===== config.mk =====
export PLATFORM = sky130hd
export DESIGN_NAME = vec_op_sequencer
export DESIGN_NICKNAME = d
export VERILOG_FILES = /design/src/rtl/vec_pkg.sv /design/src/rtl/vec_lane_alu.sv /design/src/rtl/vec_op_sequencer.sv
export SDC_FILE = /design/constraint.sdc
export NUM_CORES = 2
export LEC_CHECK = 0
export BUFFER_PORTS_ARGS = -buffer_cell sky130_fd_sc_hd__buf_2
export CORE_MARGIN = 2
export CORE_UTILIZATION = 40
export CTS_CLUSTER_DIAMETER = 120
export DETAILED_ROUTE_END_ITERATION = 16
export PLACE_DENSITY = 0.72
export SLEW_MARGIN = 10
export SYNTH_ARGS = -nofsm -noshare
export SYNTH_HDL_FRONTEND = slang
export SYNTH_SLANG_ARGS = --single-unit

===== constraint.sdc =====
create_clock -name clk -period 25.7 [get_ports clk]
set_clock_uncertainty 0.1 [all_clocks]
set_input_delay 2.57 -clock clk [delete_from_list [all_inputs] [get_ports clk]]
set_output_delay 2.57 -clock clk [all_outputs]
set_load 0.1 [all_outputs]

===== src/rtl/vec_pkg.sv =====
// Shared definitions for the vector execute-stage issue sequencer:
// funct codes, FSM state encoding and default geometry.
package vec_pkg;

    localparam int LANES_DEF = 8;
    localparam int DW_DEF    = 32;
    localparam int VA_W_DEF  = 5;

    localparam logic [5:0] ADD_V = 6'b110000;
    localparam logic [5:0] SUB_V = 6'b110001;
    localparam logic [5:0] AND_V = 6'b110010;
    localparam logic [5:0] OR_V  = 6'b110011;
    localparam logic [5:0] XOR_V = 6'b110100;
    localparam logic [5:0] MUL_V = 6'b110101;

    typedef enum logic [1:0] {
        IDLE = 2'd0,
        MUL  = 2'd1,
        DONE = 2'd2
    } state_t;

    function automatic logic is_vec_op(input logic [5:0] funct);
        logic ok;
        case (funct)
            ADD_V, SUB_V, AND_V, OR_V, XOR_V, MUL_V: ok = 1'b1;
            default:                                 ok = 1'b0;
        endcase
        return ok;
    endfunction

endpackage


===== src/rtl/vec_lane_alu.sv =====
// Single-lane combinational add/sub/and/or/xor unit; any other funct
// (including MUL_V, which goes to the shared multiplier) yields zero.
module vec_lane_alu
    import vec_pkg::*;
#(
    parameter int DW = DW_DEF
) (
    input  logic [5:0]    funct,
    input  logic [DW-1:0] a,
    input  logic [DW-1:0] b,
    output logic [DW-1:0] y
);

    // Lane operation select
    always_comb begin
        y = {DW{1'b0}};
        case (funct)
            ADD_V:   y = a + b;
            SUB_V:   y = a - b;
            AND_V:   y = a & b;
            OR_V:    y = a | b;
            XOR_V:   y = a ^ b;
            default: y = {DW{1'b0}};
        endcase
    end

endmodule


===== src/rtl/vec_op_sequencer.sv =====
// Vector issue sequencer: one instruction at a time, single-cycle logic ops
// across all lanes, MUL_V serialised through one shared multiplier.
module vec_op_sequencer
    import vec_pkg::*;
#(
    parameter int LANES = LANES_DEF,
    parameter int DW    = DW_DEF,
    parameter int VA_W  = VA_W_DEF
) (
    input  logic                clk,
    input  logic                rst,
    input  logic                in_valid,
    output logic                in_ready,
    input  logic [5:0]          in_funct,
    input  logic                in_bcast,
    input  logic [DW-1:0]       in_scalar,
    input  logic [LANES*DW-1:0] in_va,
    input  logic [LANES*DW-1:0] in_vb,
    input  logic [VA_W-1:0]     in_vd,
    output logic                out_valid,
    input  logic                out_ready,
    output logic [LANES*DW-1:0] out_data,
    output logic [VA_W-1:0]     out_vd,
    output logic                out_err,
    output logic                busy
);

    localparam int CW = (LANES > 1) ? $clog2(LANES) : 1;
    localparam int VW = LANES * DW;

    state_t          state_r;
    state_t          state_nxt_s;
    logic [CW-1:0]   cnt_r;
    logic [VW-1:0]   a_r;
    logic [VW-1:0]   b_r;
    logic [VW-1:0]   res_r;
    logic [5:0]      funct_r;
    logic [VA_W-1:0] vd_r;
    logic            err_r;

    logic            accept_s;
    logic            mul_last_s;
    logic [VW-1:0]   b_in_s;
    logic [VW-1:0]   alu_y_s;
    logic [DW-1:0]   mul_a_s;
    logic [DW-1:0]   mul_b_s;
    logic [DW-1:0]   mul_p_s;

    assign accept_s   = in_valid && (state_r == IDLE);
    assign mul_last_s = (cnt_r == CW'(LANES - 1));

    for (genvar k = 0; k < LANES; k++) begin : g_lane
        assign b_in_s[k*DW +: DW] = in_bcast ? in_scalar : in_vb[k*DW +: DW];

        vec_lane_alu #(.DW(DW)) u_alu (
            .funct (in_funct),
            .a     (in_va[k*DW +: DW]),
            .b     (b_in_s[k*DW +: DW]),
            .y     (alu_y_s[k*DW +: DW])
        );
    end

    // Shared multiplier operand mux, indexed by the lane counter
    always_comb begin
        mul_a_s = {DW{1'b0}};
        mul_b_s = {DW{1'b0}};
        for (int k = 0; k < LANES; k++) begin
            if (cnt_r == CW'(k)) begin
                mul_a_s = a_r[k*DW +: DW];
                mul_b_s = b_r[k*DW +: DW];
            end else begin
                mul_a_s = mul_a_s;
                mul_b_s = mul_b_s;
            end
        end
    end

    // Only the low DW product bits are kept, valid for signed and unsigned
    assign mul_p_s = mul_a_s * mul_b_s;

    // FSM state register
    always_ff @(posedge clk or posedge rst) begin
        if (rst) begin
            state_r <= IDLE;
        end else begin
            state_r <= state_nxt_s;
        end
    end

    // FSM next-state logic
    always_comb begin
        state_nxt_s = state_r;
        case (state_r)
            IDLE: begin
                if (in_valid) begin
                    state_nxt_s = (in_funct == MUL_V) ? MUL : DONE;
                end else begin
                    state_nxt_s = IDLE;
                end
            end
            MUL: begin
                if (mul_last_s) begin
                    state_nxt_s = DONE;
                end else begin
                    state_nxt_s = MUL;
                end
            end
            DONE: begin
                if (out_ready) begin
                    state_nxt_s = IDLE;
                end else begin
                    state_nxt_s = DONE;
                end
            end
            default: state_nxt_s = IDLE;
        endcase
    end

    // Operand latch, result register and lane counter
    always_ff @(posedge clk or posedge rst) begin
        if (rst) begin
            a_r     <= {VW{1'b0}};
            b_r     <= {VW{1'b0}};
            res_r   <= {VW{1'b0}};
            funct_r <= 6'd0;
            vd_r    <= {VA_W{1'b0}};
            err_r   <= 1'b0;
            cnt_r   <= {CW{1'b0}};
        end else if (accept_s) begin
            a_r     <= in_va;
            b_r     <= b_in_s;
            funct_r <= in_funct;
            vd_r    <= in_vd;
            err_r   <= !is_vec_op(in_funct);
            // ALU yields zero for MUL_V and unsupported codes alike
            res_r   <= alu_y_s;
            cnt_r   <= {CW{1'b0}};
        end else if ((state_r == MUL) && (funct_r == MUL_V)) begin
            for (int k = 0; k < LANES; k++) begin
                if (cnt_r == CW'(k)) begin
                    res_r[k*DW +: DW] <= mul_p_s;
                end
            end
            cnt_r <= mul_last_s ? {CW{1'b0}} : (cnt_r + CW'(1));
        end
    end

    assign in_ready  = (state_r == IDLE);
    assign busy      = (state_r != IDLE);
    assign out_valid = (state_r == DONE);
    assign out_data  = res_r;
    assign out_vd    = vd_r;
    assign out_err   = err_r;

endmodule


# ---- Word level (Yosys, flattened, before mapping)
# Index checks and enable logic that the tools add are counted.
dict set report totals {
  in_bits 560
  reg_bits 785
  output_inout_bits 265
}
dict set report classes {
  n_eq_ne 16
  bitwise_logic 24
  muxes 52
  n_addsub 17
  multipliers 1
  reduce_logical 24
}
# cell count
set ops {}
lappend ops {{case mux 32 bit (5 select lines)} 8}
lappend ops {{2-to-1 mux 32 bit} 32}
lappend ops {{2-to-1 mux 256 bit} 2}
lappend ops {{adder 32 bit} 8}
lappend ops {{AND 32 bit} 8}
lappend ops {{OR 32 bit} 8}
lappend ops {{subtractor 32 bit} 8}
lappend ops {{bitwise XOR 32 bit} 8}
lappend ops {{equality test 6 bit, second input constant} 7}
lappend ops {{multiplier 32 x 32 -> 32 bit} 1}
lappend ops {{nonzero test 2 bit} 10}
lappend ops {{AND reduction 2 bit} 8}
lappend ops {{equality test 3 bit, second input constant} 4}
lappend ops {{2-to-1 mux 3 bit} 3}
lappend ops {{2-to-1 mux 2 bit} 4}
lappend ops {{equality test 3 x 2 -> 1 bit, second input constant} 2}
lappend ops {{case mux 2 bit (3 select lines)} 1}
lappend ops {{OR reduction 6 bit} 1}
lappend ops {{adder 3 x 1 -> 3 bit, second input constant} 1}
lappend ops {{equality test 3 x 1 -> 1 bit, second input constant} 1}
lappend ops {{logical NOT 3 bit} 1}
lappend ops {{equality test 2 x 1 -> 1 bit, second input constant} 1}
lappend ops {{equality test 2 bit, second input constant} 1}
lappend ops {{logical AND 1 bit} 2}
lappend ops {{other kinds (3)} 4}

# ---- Logic depth before layout (Yosys ltp)
dict set report depth {
  word_depth 13
  mapped_depth 45
  mapped_depth_nobuf 39
}

# ---- Cells and area by module
# Synthesis repeated with hierarchy kept, for this count alone.
dict set report hier_totals {
  cells_unflattened 10881
  hier_area_um2 87244.9
}
# module instances area_per_inst_um2 cells_per_inst
set modules_own_cells {}
lappend modules_own_cells {vec_op_sequencer 1 53672.7 6070}
lappend modules_own_cells {{vec_lane_alu at g_lane[5].u_alu ...} 3 4176.5 599}
lappend modules_own_cells {{vec_lane_alu at g_lane[0].u_alu ...} 2 4199.0 600}
lappend modules_own_cells {{vec_lane_alu at g_lane[1].u_alu ...} 2 4185.3 595}
lappend modules_own_cells {{vec_lane_alu at g_lane[4].u_alu} 1 4274.1 624}

# ---- Worst setup path before layout
# No wires, ideal clock.
dict set report synth_timing {
  path_type {flip-flop to flip-flop}
  start {register cnt_r[2]}
  end {register res_r[30], in the netlist out_data[30]}
  t_arrival_ps 9599
  setup_time_ps 148
  path_stages_with_launch 45
  slack_ps 15853
  t_required_ps 25452
  path_cell_list {dfrtp_1 -> buf_6 -> buf_6 -> buf_4 -> inv_1 -> ha_1 -> or3b_4 -> buf_6 -> buf_4 -> buf_2 -> o221a_2 -> nand3_1 -> a21oi_1 -> a21oi_1 -> clkbuf_1 -> clkbuf_1 -> nor2_1 -> fa_1 -> [9 not listed] -> fa_1 -> inv_1 -> fa_1 -> inv_1 -> ha_1 -> clkbuf_1 -> a21o_1 -> a21o_1 -> a2111o_1 -> a32oi_1 -> a21oi_1 -> a41oi_1 -> a21oi_1 -> a21oi_1 -> a21oi_1 -> xor2_1 -> nand2_1 -> a41oi_1}
}
dict set report synth_via {
  elab_chain_len 13
  elab_cells_between_ends 30
  cone_classes {mul: 1; eq/ne: 7; mux: 19; reduce/logical: 3}
}
# element line
set synth_lines {}
lappend synth_lines {{start: declaration} vec_op_sequencer.sv:33} ;# logic [CW-1:0] cnt_r;
lappend synth_lines {{start signal: assignment} vec_op_sequencer.sv:128} ;# cnt_r <= {CW{1'b0}};
lappend synth_lines {{start signal: assignment} vec_op_sequencer.sv:137} ;# cnt_r <= {CW{1'b0}};
lappend synth_lines {{start signal: assignment} vec_op_sequencer.sv:144} ;# cnt_r <= mul_last_s ? {CW{1'b0}} : (cnt_r + CW'(1));
lappend synth_lines {{logical NOT 3 bit} {vec_op_sequencer.sv:68, vec_op_sequencer.sv:140}}
lappend synth_lines {{2-to-1 mux 32 bit (8 in a row)} vec_op_sequencer.sv:68} ;# if (cnt_r == CW'(k)) begin
lappend synth_lines {{multiplier 32 x 32 -> 32 bit} vec_op_sequencer.sv:79} ;# assign mul_p_s = mul_a_s * mul_b_s;
lappend synth_lines {{2-to-1 mux 32 bit} vec_op_sequencer.sv:140} ;# if (cnt_r == CW'(k)) begin
lappend synth_lines {{2-to-1 mux 256 bit} vec_op_sequencer.sv:138} ;# end else if ((state_r == MUL) && (funct_r == MUL_V)) begin
lappend synth_lines {{2-to-1 mux 256 bit} vec_op_sequencer.sv:129} ;# end else if (accept_s) begin
lappend synth_lines {{end signal: assignment} vec_op_sequencer.sv:124} ;# res_r <= {VW{1'b0}};
lappend synth_lines {{end signal: assignment} vec_op_sequencer.sv:136} ;# res_r <= alu_y_s;
lappend synth_lines {{end signal: indexed assignment} vec_op_sequencer.sv:141} ;# res_r[k*DW +: DW] <= mul_p_s;
lappend synth_lines {{end: declaration} vec_op_sequencer.sv:36} ;# logic [VW-1:0] res_r;
# Parallel ways exist; a longest one is shown, timed or not. The select of a mux whose other input is x is not followed.
# A chain may end at the register's enable or synchronous reset.

# ---- Worst setup path after layout
dict set report layout_timing {
  start {register cnt_r[0]}
  end {register res_r[30], in the netlist out_data[30]}
}
# The elaborated chain is that of the path after synthesis.

==> results.txt <==
* Outcome: finished clean
* Data required time at the worst endpoint: 26180 ps
* Number of placement rows: 164
- Number of detailed-route iterations in the first pass: 7
* Average cell area after synthesis: 8.114 µm²
- For the worst-skew pair, the clock arrives at the later sink with an insertion delay of 810 ps.
- By startpoint and endpoint, the worst setup path is classified as register to register.
- DRC marker count from the first detailed-route iteration: 10843
- At the end of the flow, the number of nets in the layout was 12394.
* Endpoint arrival time on the critical path: 12700 ps
- Count of cell types in the netlist: 107
- Antenna violations before repair: 97
- Synthesis inferred 785 register bits.
* Clk sinks: 785
- Most area-consuming cells after synthesis: sky130_fd_sc_hd__dfrtp_1, sky130_fd_sc_hd__ha_1, sky130_fd_sc_hd__fa_1
* Hold bufs inserted after CTS: 0
* Remaining global-route overflow: 0
- Placer congestion estimate: 1.092
- Setup violation total in the final timing report: 0
* Final wirelength: 466.1 mm
- Proportion of netlist area held by the largest area contributor: 24.43%
- Cells with a size suffix above 1 make up 13.62% of the layout.
- For the pin with the worst max-slew slack, the measured transition is 1403 ps.
- Leaving out fill and tap cells, the most frequent cell in the layout is sky130_fd_sc_hd__nand2_1.
* Hold Path Class: register to register
- Number of maximum-capacitance violations: 0
- Final Util: 45.76%
* Critical-path maximum fanout: 32
- STA classifies the critical path startpoint as a register.
- CTS H-tree depth: 3
- The detail route stage leaves a number of antenna-violating nets equal to 0.
* Vias per cell: 6.249
* Post-cts gate resize count: 0
- Derived from the worst setup path, the maximum achievable clock frequency is 81.83 MHz.
* Seq/Total Area, Yosys: 24.43%
- The floorplan step set the die height to 452.4 µm.
- Among the stages of the critical path, the cell type that occurs most often is sky130_fd_sc_hd__inv_1.
- Kind of end point of the critical path: register
* Remaining design rule violation count: 0
- The clock passes through at most 3 buffers.
- Count of buffers added by post-CTS timing repair for setup: 0
- First-pass GRT wire length: 633.3 mm
* Post-DP HPWL: 362.9 mm
- Setup repair after global routing left no endpoint under its margin.
- Mapped Nets: 11791
- The number of hold violations in the final report was 0.
* Post-synthesis instance area: 80410 µm²
- Setup Total Neg Slack: 0 ps
- Synthesis Warnings: 0
- Worst slew margin relative to its limit: 6.469%
* Crit path max-delay cell type: sky130_fd_sc_hd__nand2_1
- GR Util All Layers: 44.31%
* Portion of the clock cycle consumed by the worst path in the final layout: 47.55%
* Clock tree from TritonCTS: yes
* Initial core utilization: 40.23%
- Most frequent cells in the layout: sky130_fd_sc_hd__nand2_1, sky130_fd_sc_hd__inv_1, sky130_fd_sc_hd__nor2_1, sky130_fd_sc_hd__o21ai_0, sky130_fd_sc_hd__ha_1
- I/O pin cnt: 825
- Clock-pin slew of the registers on the worst-case setup and hold paths: 60 ps
- Via count: 83255
- Drt wl/cell: 34.99 µm
* Library cell with the largest summed area after synthesis: sky130_fd_sc_hd__dfrtp_1
- Main synth FF type: sky130_fd_sc_hd__dfrtp_1
- Port buffering added 824 buffers.
* Area of the core: 199900 µm²
- Entering global routing, the biggest net connects 255 pins.
* Die Footprint: 204600 µm²
- Counting flops with an async set or reset pin after synthesis yields a share of 100.0%.
- Number of global-route vias before repair: 79013
- The synthesized design contains 0 enable-type register cells.
- Total count of max-transition violations in the final report: 0
- Final critical-path required period: 12220 ps
* Root buffer cell: sky130_fd_sc_hd__clkbuf_16
- For this run, the slowest stage of the critical path takes 920 ps.
- Clock tree synthesis inserted a total of 98 buffers.
- Synth-to-Final Area Change: 13.74%
* Die span in x: 452.4 µm
- The cell count after synthesis came out at 9910.
layer usage:
layer | global-route usage, % | up-vias | wire length, µm | share of wire [%]
met3 | 11.52 | 1478 | 49650 | 11
li1 | - | 35058 | - | -
met5 | 0 | - | 222 | 0.048
met4 | 40.07 | 34 | 48240 | 10
met1 | 54.77 | 40988 | 174500 | 37
met2 | 63.18 | 5697 | 193500 | 42
worst max-delay path: cells and delay by family, from the launching register on:
family	cells	cell delay [ps]
flops	1	450
fa+ha+maj	11	4320
compound gates	13	3830
simple gates	3	1190
buf+inv	10	1460
mux	1	460
xor+xnor	1	150
synthesized netlist by cell type, drive strengths merged (16+ instances only):
| cell | count |
|---|---|
| a2111oi | 16 |
| a211o | 18 |
| a211oi | 29 |
| a21o | 128 |
| a21oi | 836 |
| a221o | 24 |
| a221oi | 220 |
| a22oi | 94 |
| a31oi | 191 |
| and2 | 70 |
| and3 | 46 |
| buf | 131 |
| clkbuf | 451 |
| dfrtp | 785 |
| fa | 416 |
| ha | 905 |
| inv | 1032 |
| mux2i | 31 |
| nand2 | 1037 |
| nand2b | 131 |
| nand3 | 69 |
| nand3b | 20 |
| nand4 | 25 |
| nor2 | 992 |
| nor2b | 64 |
| nor3 | 82 |
| o211ai | 61 |
| o21a | 45 |
| o21ai | 959 |
| o21bai | 41 |
| o221ai | 51 |
| o22ai | 16 |
| o31ai | 57 |
| or2 | 73 |
| or3 | 47 |
| xnor2 | 429 |
| xor2 | 91 |
final timing paths:
path                                       startpoint                  endpoint  cells after the start  slack, ps
worst min register to register  out_vd[3]$_DFFE_PP0P_     out_vd[3]$_DFFE_PP0P_                      2        370
max in group asynchronous                         rst      b_r[124]$_DFFE_PP0P_                      6      19530
worst max register to register   cnt_r[0]$_DFFE_PP0P_  out_data[30]$_DFFE_PP0P_                     39      13480
worst min-delay path            out_vd[3]$_DFFE_PP0P_     out_vd[3]$_DFFE_PP0P_                      2        370
worst max-delay path             cnt_r[0]$_DFFE_PP0P_  out_data[30]$_DFFE_PP0P_                     39      13480
min in group asynchronous                         rst  out_data[20]$_DFFE_PP0P_                      2       1820
area by class of cell:
| cell class | count | area (µm²) |
|---|---|---|
| Inverter | 1032 | 3889 |
| Antenna cell | 75 | 187.7 |
| Sequential cell | 785 | 19650 |
| Tap cell | 2656 | 3323 |
| Clock inverter | 51 | 605.6 |
| Fill cell | 19947 | 108400 |
| Clock buffer | 128 | 2725 |
| Timing Repair Buffer | 1085 | 6161 |
| Multi-Input combinational cell | 7511 | 54930 |
metrics by stage:
| stage | cells | hold slack (ps) | cell area [µm²] | worst slack (ps) |
|---|---|---|---|---|
| final | 13323 | 369.1 | 91460 | 13480 |
| after global routing | 13280 | 390.0 | 91350 | 13010 |
| after CTS | 13248 | 375.8 | 91270 | 13670 |
| after detailed placement | 13069 | 362.6 | 87940 | 13700 |
| after global placement | 13069 | 349.1 | 87930 | 13600 |
| after floorplan | 9910 | 336.9 | 80410 | 989.8 |
registers in the layout, indices dropped and copies added, names as in the netlist:
signal / flops
out_err: 1
state_r: 2
b_r: 256
cnt_r: 3
out_vd: 5
a_r: 256
funct_r: 6
out_data: 256
kinds of logic (layout without fill, tap and decap cells):
kind of cell / after synthesis / after routing / share of synthesized area (%)
AOI/OAI and AO/OA: 2923 / 2923 / 22.37
xor gates and xnor gates: 525 / 525 / 5.822
adders and majority gates: 1321 / 1321 / 24.44
buffers and inverters: 1614 / 2296 / 7.784
DFF: 785 / 785 / 24.43
muxes: 34 / 34 / 0.4326
other: 0 / 75 / 0
and+or+nand+nor: 2708 / 2708 / 14.73
Power is not shown: default switching activity piles up to over one toggle a cycle in this logic, so the estimate is an artifact.
